### config.mk
export PLATFORM = sky130hd
export DESIGN_NAME = ultrasonic_ranger
export DESIGN_NICKNAME = d
export VERILOG_FILES = /design/src/rtl/ultrasonic_ranger.sv
export SDC_FILE = /design/constraint.sdc
export NUM_CORES = 1
export LEC_CHECK = 0
export BUFFER_PORTS_ARGS = -buffer_cell sky130_fd_sc_hd__buf_2
export CAP_MARGIN = 25
export CORE_MARGIN = 3
export CORE_UTILIZATION = 40
export CTS_BUF_LIST = sky130_fd_sc_hd__clkbuf_4 sky130_fd_sc_hd__clkbuf_8
export DETAILED_ROUTE_END_ITERATION = 12
export GPL_TIMING_DRIVEN = 1
export HOLD_SLACK_MARGIN = 0.12
export MAX_ROUTING_LAYER = met4
export PLACE_DENSITY = 0.63
export SETUP_SLACK_MARGIN = 0.5
export SYNTH_ARGS = -nofsm -noshare
export SYNTH_HDL_FRONTEND = slang
export SYNTH_SLANG_ARGS = --single-unit
### constraint.sdc
create_clock -name clk -period 2.1 [get_ports clk]
set_input_delay 0.315 -clock clk [delete_from_list [all_inputs] [get_ports clk]]
set_output_delay 0.315 -clock clk [all_outputs]
set_load 0.005 [all_outputs]
### src/rtl/ultrasonic_ranger.sv
// ultrasonic_ranger: HC-SR04-class ranging front end.
// Fires a trigger pulse on request, times the echo pulse, converts it to
// centimetres and reports it with a one-cycle strobe. Includes a timeout
// and an inter-measurement holdoff.
// Optional feature: define ULTRA_AVG_EN to report the mean of the last four
// non-timeout measurements instead of the raw single measurement.
module ultrasonic_ranger #(
    parameter int unsigned TRIG_CYCLES    = 500,
    parameter int unsigned CYCLES_PER_CM  = 2900,
    parameter int unsigned TIMEOUT_CYCLES = 1500000,
    parameter int unsigned HOLDOFF_CYCLES = 3000000,
    parameter int unsigned DIST_W         = 8
) (
    input  logic              clk,
    input  logic              reset,
    input  logic              start_ultra,
    input  logic              echo,
    output logic              trig,
    output logic [DIST_W-1:0] distance,
    output logic              ultrasonic_valid,
    output logic              timeout,
    output logic              busy
);

    localparam int unsigned TRIG_W = $clog2(TRIG_CYCLES) + 1;
    localparam int unsigned SUB_W  = $clog2(CYCLES_PER_CM) + 1;
    localparam int unsigned TMO_W  = $clog2(TIMEOUT_CYCLES) + 1;
    localparam int unsigned HOLD_W = $clog2(HOLDOFF_CYCLES) + 1;

    localparam logic [TRIG_W-1:0] TRIG_LAST = TRIG_W'(TRIG_CYCLES - 1);
    localparam logic [SUB_W-1:0]  SUB_LAST  = SUB_W'(CYCLES_PER_CM - 1);
    localparam logic [TMO_W-1:0]  TMO_LAST  = TMO_W'(TIMEOUT_CYCLES - 1);
    localparam logic [HOLD_W-1:0] HOLD_LAST = HOLD_W'(HOLDOFF_CYCLES - 1);
    localparam logic [DIST_W-1:0] DIST_MAX  = '1;

    typedef enum logic [2:0] {
        S_IDLE,
        S_TRIGGER,
        S_WAIT_ECHO,
        S_MEASURE,
        S_REPORT,
        S_HOLDOFF
    } state_t;

    state_t              r_state;
    logic                r_trig;
    logic [DIST_W-1:0]   r_distance;
    logic                r_valid;
    logic                r_timeout;
    logic [TRIG_W-1:0]   r_trig_cnt;
    logic [TMO_W-1:0]    r_tmo_cnt;
    logic [HOLD_W-1:0]   r_hold_cnt;
    logic [SUB_W-1:0]    r_sub;
    logic [DIST_W-1:0]   r_cm;

    logic                r_echo_m;
    logic                r_echo_s;
    logic                r_echo_d;

    logic                w_echo_rise;
    logic                w_echo_fall;
    logic                w_tmo_hit;
    logic                w_meas_done;
    logic [DIST_W-1:0]   w_meas_dist;

    // Two-flop synchronizer for the asynchronous echo line plus a delay tap for edge detection
    always_ff @(posedge clk) begin
        if (reset) begin
            r_echo_m <= 1'b0;
            r_echo_s <= 1'b0;
            r_echo_d <= 1'b0;
        end else begin
            r_echo_m <= echo;
            r_echo_s <= r_echo_m;
            r_echo_d <= r_echo_s;
        end
    end

    assign w_echo_rise = r_echo_s & ~r_echo_d;
    assign w_echo_fall = ~r_echo_s & r_echo_d;
    assign w_tmo_hit   = (r_tmo_cnt == TMO_LAST);
    // A falling edge takes priority over a coincident timeout
    assign w_meas_done = (r_state == S_MEASURE) && w_echo_fall;

`ifdef ULTRA_AVG_EN
    logic [DIST_W-1:0] r_hist [0:2];
    logic [DIST_W+1:0] w_avg_sum;

    // The newest measurement plus the three previous ones form the averaging window
    assign w_avg_sum = (DIST_W+2)'(r_cm) + (DIST_W+2)'(r_hist[0])
                     + (DIST_W+2)'(r_hist[1]) + (DIST_W+2)'(r_hist[2]);
    assign w_meas_dist = w_avg_sum[DIST_W+1:2];

    // History shifts only on non-timeout reports
    always_ff @(posedge clk) begin
        if (reset) begin
            for (int unsigned i = 0; i < 3; i++) begin
                r_hist[i] <= '0;
            end
        end else if (w_meas_done) begin
            r_hist[0] <= r_cm;
            r_hist[1] <= r_hist[0];
            r_hist[2] <= r_hist[1];
        end
    end
`else
    assign w_meas_dist = r_cm;
`endif

    // Measurement sequencer: trigger, echo wait, echo timing, report, holdoff
    always_ff @(posedge clk) begin
        if (reset) begin
            r_state    <= S_IDLE;
            r_trig     <= 1'b0;
            r_distance <= '0;
            r_valid    <= 1'b0;
            r_timeout  <= 1'b0;
            r_trig_cnt <= '0;
            r_tmo_cnt  <= '0;
            r_hold_cnt <= '0;
            r_sub      <= '0;
            r_cm       <= '0;
        end else begin
            r_valid <= 1'b0;
            case (r_state)
                S_IDLE: begin
                    if (start_ultra) begin
                        r_state    <= S_TRIGGER;
                        r_trig     <= 1'b1;
                        r_trig_cnt <= '0;
                    end
                end
                S_TRIGGER: begin
                    if (r_trig_cnt == TRIG_LAST) begin
                        r_trig    <= 1'b0;
                        r_state   <= S_WAIT_ECHO;
                        r_tmo_cnt <= '0;
                    end else begin
                        r_trig_cnt <= r_trig_cnt + 1'b1;
                    end
                end
                S_WAIT_ECHO: begin
                    if (w_tmo_hit) begin
                        r_distance <= DIST_MAX;
                        r_timeout  <= 1'b1;
                        r_valid    <= 1'b1;
                        r_state    <= S_REPORT;
                    end else begin
                        r_tmo_cnt <= r_tmo_cnt + 1'b1;
                        if (w_echo_rise) begin
                            r_state <= S_MEASURE;
                            r_cm    <= '0;
                            r_sub   <= '0;
                        end
                    end
                end
                S_MEASURE: begin
                    if (w_echo_fall) begin
                        r_distance <= w_meas_dist;
                        r_timeout  <= 1'b0;
                        r_valid    <= 1'b1;
                        r_state    <= S_REPORT;
                    end else if (w_tmo_hit) begin
                        r_distance <= DIST_MAX;
                        r_timeout  <= 1'b1;
                        r_valid    <= 1'b1;
                        r_state    <= S_REPORT;
                    end else begin
                        r_tmo_cnt <= r_tmo_cnt + 1'b1;
                        if (r_sub == SUB_LAST) begin
                            r_sub <= '0;
                            if (r_cm != DIST_MAX) begin
                                r_cm <= r_cm + 1'b1;
                            end
                        end else begin
                            r_sub <= r_sub + 1'b1;
                        end
                    end
                end
                S_REPORT: begin
                    r_state    <= S_HOLDOFF;
                    r_hold_cnt <= '0;
                end
                S_HOLDOFF: begin
                    // Counter parks at its last value while the echo line is still high
                    if (r_hold_cnt == HOLD_LAST) begin
                        if (!r_echo_s) begin
                            r_state <= S_IDLE;
                        end
                    end else begin
                        r_hold_cnt <= r_hold_cnt + 1'b1;
                    end
                end
                default: begin
                    r_state <= S_IDLE;
                    r_trig  <= 1'b0;
                end
            endcase
        end
    end

    assign trig             = r_trig;
    assign distance         = r_distance;
    assign ultrasonic_valid = r_valid;
    assign timeout          = r_timeout;
    assign busy             = (r_state != S_IDLE);

endmodule

# [Yosys cells after proc, flatten, opt, wreduce, memory -nomap -nowiden]
# Cells that the tools add are included.
# W data, S select, Z words.
[totals] regBits=93 output_inout_bits=12 wordCells=104
[classes] n_addsub=5 n_eq_ne=24 n_mux=43 bitwise=5 reduce_logical=14
[op_table] cell="$mux W22" count=3
[op_table] cell="$pmux W22 S3" count=1
[op_table] cell="$mux W13" count=5
[op_table] cell="$mux W8" count=8
[op_table] cell="$pmux W23 S2" count=1
[op_table] cell="$pmux W8 S2" count=2
[op_table] cell="$pmux W13 S2" count=1
[op_table] cell="$mux W3" count=8
[op_table] cell="$add A23 B1 Y23 const B" count=1
[op_table] cell="$eq A23 B22 Y1 const B" count=1
[op_table] cell="$mux W23" count=1
[op_table] cell="$add A22 B1 Y22 const B" count=1
[op_table] cell="$eq A22 B21 Y1 const B" count=1
[op_table] cell="$mux W10" count=2
[op_table] cell="$ne A2 B2 Y1 const B" count=10
[op_table] cell="$pmux W10 S2" count=1
[op_table] cell="$pmux W3 S6" count=1
[op_table] cell="$add A13 B1 Y13 const B" count=1
[op_table] cell="$eq A13 B12 Y1 const B" count=1
[op_table] cell="$add A10 B1 Y10 const B" count=1
[op_table] cell="$eq A10 B9 Y1 const B" count=1
[op_table] cell="$reduce_and A3 Y1" count=3
[op_table] cell="$add A8 B1 Y8 const B" count=1
[op_table] cell="$ne A8 B8 Y1 const B" count=1
[op_table] cell="other kinds (18)" count=34

# [Depth between registers and ports, before layout]
[depth] depth_word=6 ltp_mapped=8 ltp_nobuf=6

# [Worst setup path before layout]
# No wires, ideal clock.
[synth_timing] kind="register to register" startpoint="register r_sub[0]" endpoint="register r_cm[7]" setup_ps=70 arrival_time_ps=1970 t_required_ps=2030 setup_slack_ps=60 stages_incl_launch_ff=7 path_buffers=0 synth_period_minus_slack_ps=2040 path_cell_list="dfxtp_1 ha_1 and4_1 a31oi_2 or4_1 or4_1 a21oi_1"
[synth_via] elab_chain_len=3
[synth_rtl] element="from (decl)" line="53" source="logic [SUB_W-1:0] r_sub;"
[synth_rtl] element="from (signal assigned)" line="176" source="r_sub <= r_sub + 1'b1;"
[synth_rtl] element="$eq A13 B12 Y1" line="170" source="if (r_sub == SUB_LAST) begin"
[synth_rtl] element="$ne A2 B1 Y1 (no source line)"
[synth_rtl] element="$reduce_and A7 Y1 (no source line)"
[synth_rtl] element="to (signal assigned)" line="173" source="r_cm <= r_cm + 1'b1;"
[synth_rtl] element="to (decl)" line="54" source="logic [DIST_W-1:0] r_cm;"
# No other way between the ends.
# A chain may end at the register's enable or synchronous reset.

# [Worst setup path after layout]
[layout_timing] startpoint="register r_tmo_cnt[1]" endpoint="register r_sub[0]"
[layout_via] elab_chain_len=3 word_cells_on_any_way=4
[layout_rtl] element="from (decl)" line="51" source="logic [TMO_W-1:0] r_tmo_cnt;"
[layout_rtl] element="from (signal assigned)" line="149" source="r_tmo_cnt <= r_tmo_cnt + 1'b1;"
[layout_rtl] element="from (signal assigned)" line="169" source="r_tmo_cnt <= r_tmo_cnt + 1'b1;"
[layout_rtl] element="$eq A22 B21 Y1 (*)" line="81" source="assign w_tmo_hit = (r_tmo_cnt == TMO_LAST);"
[layout_rtl] element="$ne A2 B2 Y1 (no source line)"
[layout_rtl] element="$reduce_and A5 Y1 (no source line) (*)"
# Every way passes the cells marked *; elsewhere a longest branch is shown, timed or not.

==> impl_metrics.tcl <==
set metrics [dict create \
    start_util_pct 41.9 \
    synthFlopType "dfxtp_1" \
    worst_pin_slew_ns 0.548 \
    path_clk_slew_ns 0.09 \
    hold_buffers 0 \
    nFillCells 909 \
    skew_ns 0.0140 \
    gr-total-overflow 0 \
    crit_family "simple AND/OR/NAND/NOR gates" \
    finalMaxSlewViolations 0 \
    setup_viol 0 \
    yosys_warnings 0 \
    cpPeakStageDelay_ns 0.37 \
    port_buffers 15 \
    fin_ws_ns 0.144 \
    grt_max_degree 33 \
    clkSinkCount 93 \
    yosysSeqAreaShare_pct 38.0 \
    synth_cells 581 \
    vias 5272 \
    final_layout_size_suffix_gt1_share_pct 42.3 \
    clock-root-buffer "clkbuf_8" \
    cp_slowest_cell "dfxtp_4" \
    synthDistinctLibCells 56 \
    rsz0062_at_grt "yes" \
    setup_tns_ns 0 \
    critPathMaxFanout 7 \
    cp-start-kind "flop" \
    cp_cell_sequence "ha_4 > and4_4 > nand4_1 > o21ai_4 > buf_6 > buf_6 > buf_16 > or3_1 > a21oi_1" \
    avgSynthCellArea_um2 8.44 \
    arrival_ns 2.27 \
    synth_edf_count 0 \
    synth_area_um2 4900 \
    p_leak_nw 2.57 \
    hpwl_um 8860 \
    r2r_cells 9 \
    status "finished clean" \
    cp_num_buf_inv 3 \
    insertedDiodeCount 0 \
    max_freq_ghz 0.511 \
    routed_wl_um 15600 \
    clockBufferDepth 2 \
    nets 690 \
    syn-num-nets 590 \
    dieArea_um2 13600 \
    fp.dieW_um 117 \
    crit_required_ns 2.42 \
    drc 0 \
    endpoint_kind "flop" \
    place_ws_ns 0.108 \
    drtAntennaViolNets 0 \
    powerDensity_nw_per_um2 452 \
    gp_congestion 0.816 \
    gr-usage-all-layers_pct 22.4 \
    path_class "flop to flop" \
    area_growth_pct 46.9 \
    core_area_um2 11700 \
    finalHoldViolCount 0 \
    rows 39 \
    hold_path_depth 2 \
    min_path_type "input port to flop" \
    path_common_cell "buf_6" \
    antenna_found_initial 0 \
    irDropWorstVdd_mv 0.325 \
    wl_per_cell_um 18.8 \
    whs_ns 0.131 \
    drtIter0Drc 469 \
    h-tree-depth 3 \
    clock_latency_ns 0.40 \
    viasPerCell 6.36 \
    ys_ff_latch 93 \
    cts_tree "yes" \
    dieHeight_um 117 \
    relSlewSlack_pct 63.5 \
    fin_crit_sh_pct 93.1 \
    numCtsBuffers 9 \
    maxCapViolations 0 \
    grt_pass1_wl_um 23900 \
    grt_pass1_vias 4852 \
    top_level_ports 16 \
    firstDrtPassIters 5 \
    cp.depth 9 \
    async_reset_ff_share_pct 0 \
    finalCriticalPeriod_ns 1.96 \
]
==> per-stage QoR <==
stage | power (mW) | util, % | area, um2 | std cells
global placement | 2.00 | 47.8 | 5600 | 744
floorplan | 1.93 | - | 5240 | 581
finish | 3.26 | 61.5 | 7200 | 829
detailed placement | 2.00 | 47.8 | 5600 | 744
global route | 3.37 | 61.5 | 7200 | 829
CTS | 3.25 | 56.2 | 6580 | 801
==> routing by layer <==
metal / GRT usage [%] / wire length, um / vias to the layer above
li1: - / - / 2471
met1: 28.3 / 6600 / 2578
met2: 35.2 / 7750 / 193
met3: 4.35 / 914 / 30
met4: 8.79 / 325 / 0
met5: - / 0 / -
==> power by group <==
part | internal (mW) | switching, mW | leakage [nW]
Clock | 0.617 | 0.654 | 0.106
Sequential | 1.75 | 0.0102 | 0.771
Combinational | 0.0791 | 0.143 | 1.69
Total | 2.45 | 0.808 | 2.57
==> cell usage after synthesis, types with 3 or more instances <==
| cell type | instances | area share, % |
|---|---|---|
| or4_1 | 18 | 2.8 |
| xnor2_1 | 11 | 2.0 |
| nor2b_1 | 9 | 1.1 |
| o21ai_1 | 7 | 0.71 |
| a21o_1 | 3 | 0.46 |
| buf_2 | 11 | 1.1 |
| ha_1 | 5 | 1.3 |
| a2111o_1 | 9 | 2.1 |
| o311ai_0 | 3 | 0.54 |
| o32ai_1 | 6 | 1.1 |
| o21ai_0 | 14 | 1.4 |
| nor4_1 | 10 | 1.3 |
| o41ai_1 | 6 | 1.1 |
| nand2b_1 | 6 | 0.77 |
| nor3_1 | 10 | 1.0 |
| a41o_1 | 3 | 0.61 |
| clkbuf_1 | 22 | 1.7 |
| and3_1 | 13 | 1.7 |
| or3_1 | 10 | 1.3 |
| nand4_1 | 24 | 3.1 |
| inv_1 | 10 | 0.77 |
| nand2_1 | 64 | 4.9 |
| nand4b_1 | 3 | 0.54 |
| and2_1 | 3 | 0.38 |
| dfxtp_1 | 93 | 38 |
| o221a_2 | 9 | 2.1 |
| o2111ai_1 | 7 | 1.3 |
| mux2i_1 | 8 | 1.6 |
| a31oi_1 | 6 | 0.77 |
| or4bb_1 | 5 | 1.1 |
| a211oi_1 | 5 | 0.77 |
| nand3b_1 | 5 | 0.77 |
| and4_1 | 9 | 1.6 |
| o31ai_1 | 12 | 1.8 |
| nor4b_1 | 5 | 0.89 |
| xor2_1 | 5 | 0.89 |
| a22oi_1 | 7 | 1.1 |
| a21oi_1 | 36 | 3.7 |
| nand3_1 | 40 | 4.1 |
| nor2_1 | 29 | 2.2 |
==> layout make-up <==
cell class	count	area, um2	area share, %
inverters	10	41.3	0.573
clock inverters	2	35.0	0.487
repair buffers	123	1130	15.7
multi-input cells	444	3710	51.5
flip-flops and latches	93	1940	27.0
well taps	143	179	2.48
clock buffers	14	161	2.24
==> cell families (layout without fill, tap and decap cells) <==
group / count (synthesis) / in the layout / synth area share, %
simple gates: 270 / 271 / 31.1
flops: 93 / 93 / 38.0
xor+xnor: 16 / 16 / 2.86
buf+inv: 45 / 149 / 3.80
mux: 8 / 8 / 1.63
fa+ha+maj: 5 / 5 / 1.28
compound gates: 144 / 144 / 21.4
==> placed cells by master, fill, tap and decap left out, drive strengths merged, types with 10 or more instances in the layout <==
master,count
dfxtp,93
o31ai,12
or3,10
clkbuf,14
a21oi,36
o21ai,21
nand4,24
xnor2,11
nand3,40
or4,18
and3,13
buf,123
nor2,29
nor3,10
nor4,11
nand2,65
==> flip-flops by register name, summed over array words and instances (netlist names), 3 cells and up <==
name        flops
r_hold_cnt     23
r_cm            8
r_state         3
r_trig_cnt     10
r_tmo_cnt      22
distance        8
r_sub          13
==> worst paths after layout <==
path                                    from       end  slack (ns)
worst max-delay path            r_tmo_cnt[1]  r_sub[0]        0.14
worst min-delay path                    echo  r_echo_m        0.13
worst max register to register  r_tmo_cnt[1]  r_sub[0]        0.14
worst min register to register      r_echo_m  r_echo_s        0.45
==> what timing repair did <==
action | 4_1_cts | 5_1_grt
cloned | 5 | 1
buffers inserted | 36 | 27
pin swaps | 40 | 62
endpoints found under the setup margin | 83 | 84
gates resized for setup | 105 | 91
Power figures use the tool's default switching activity.
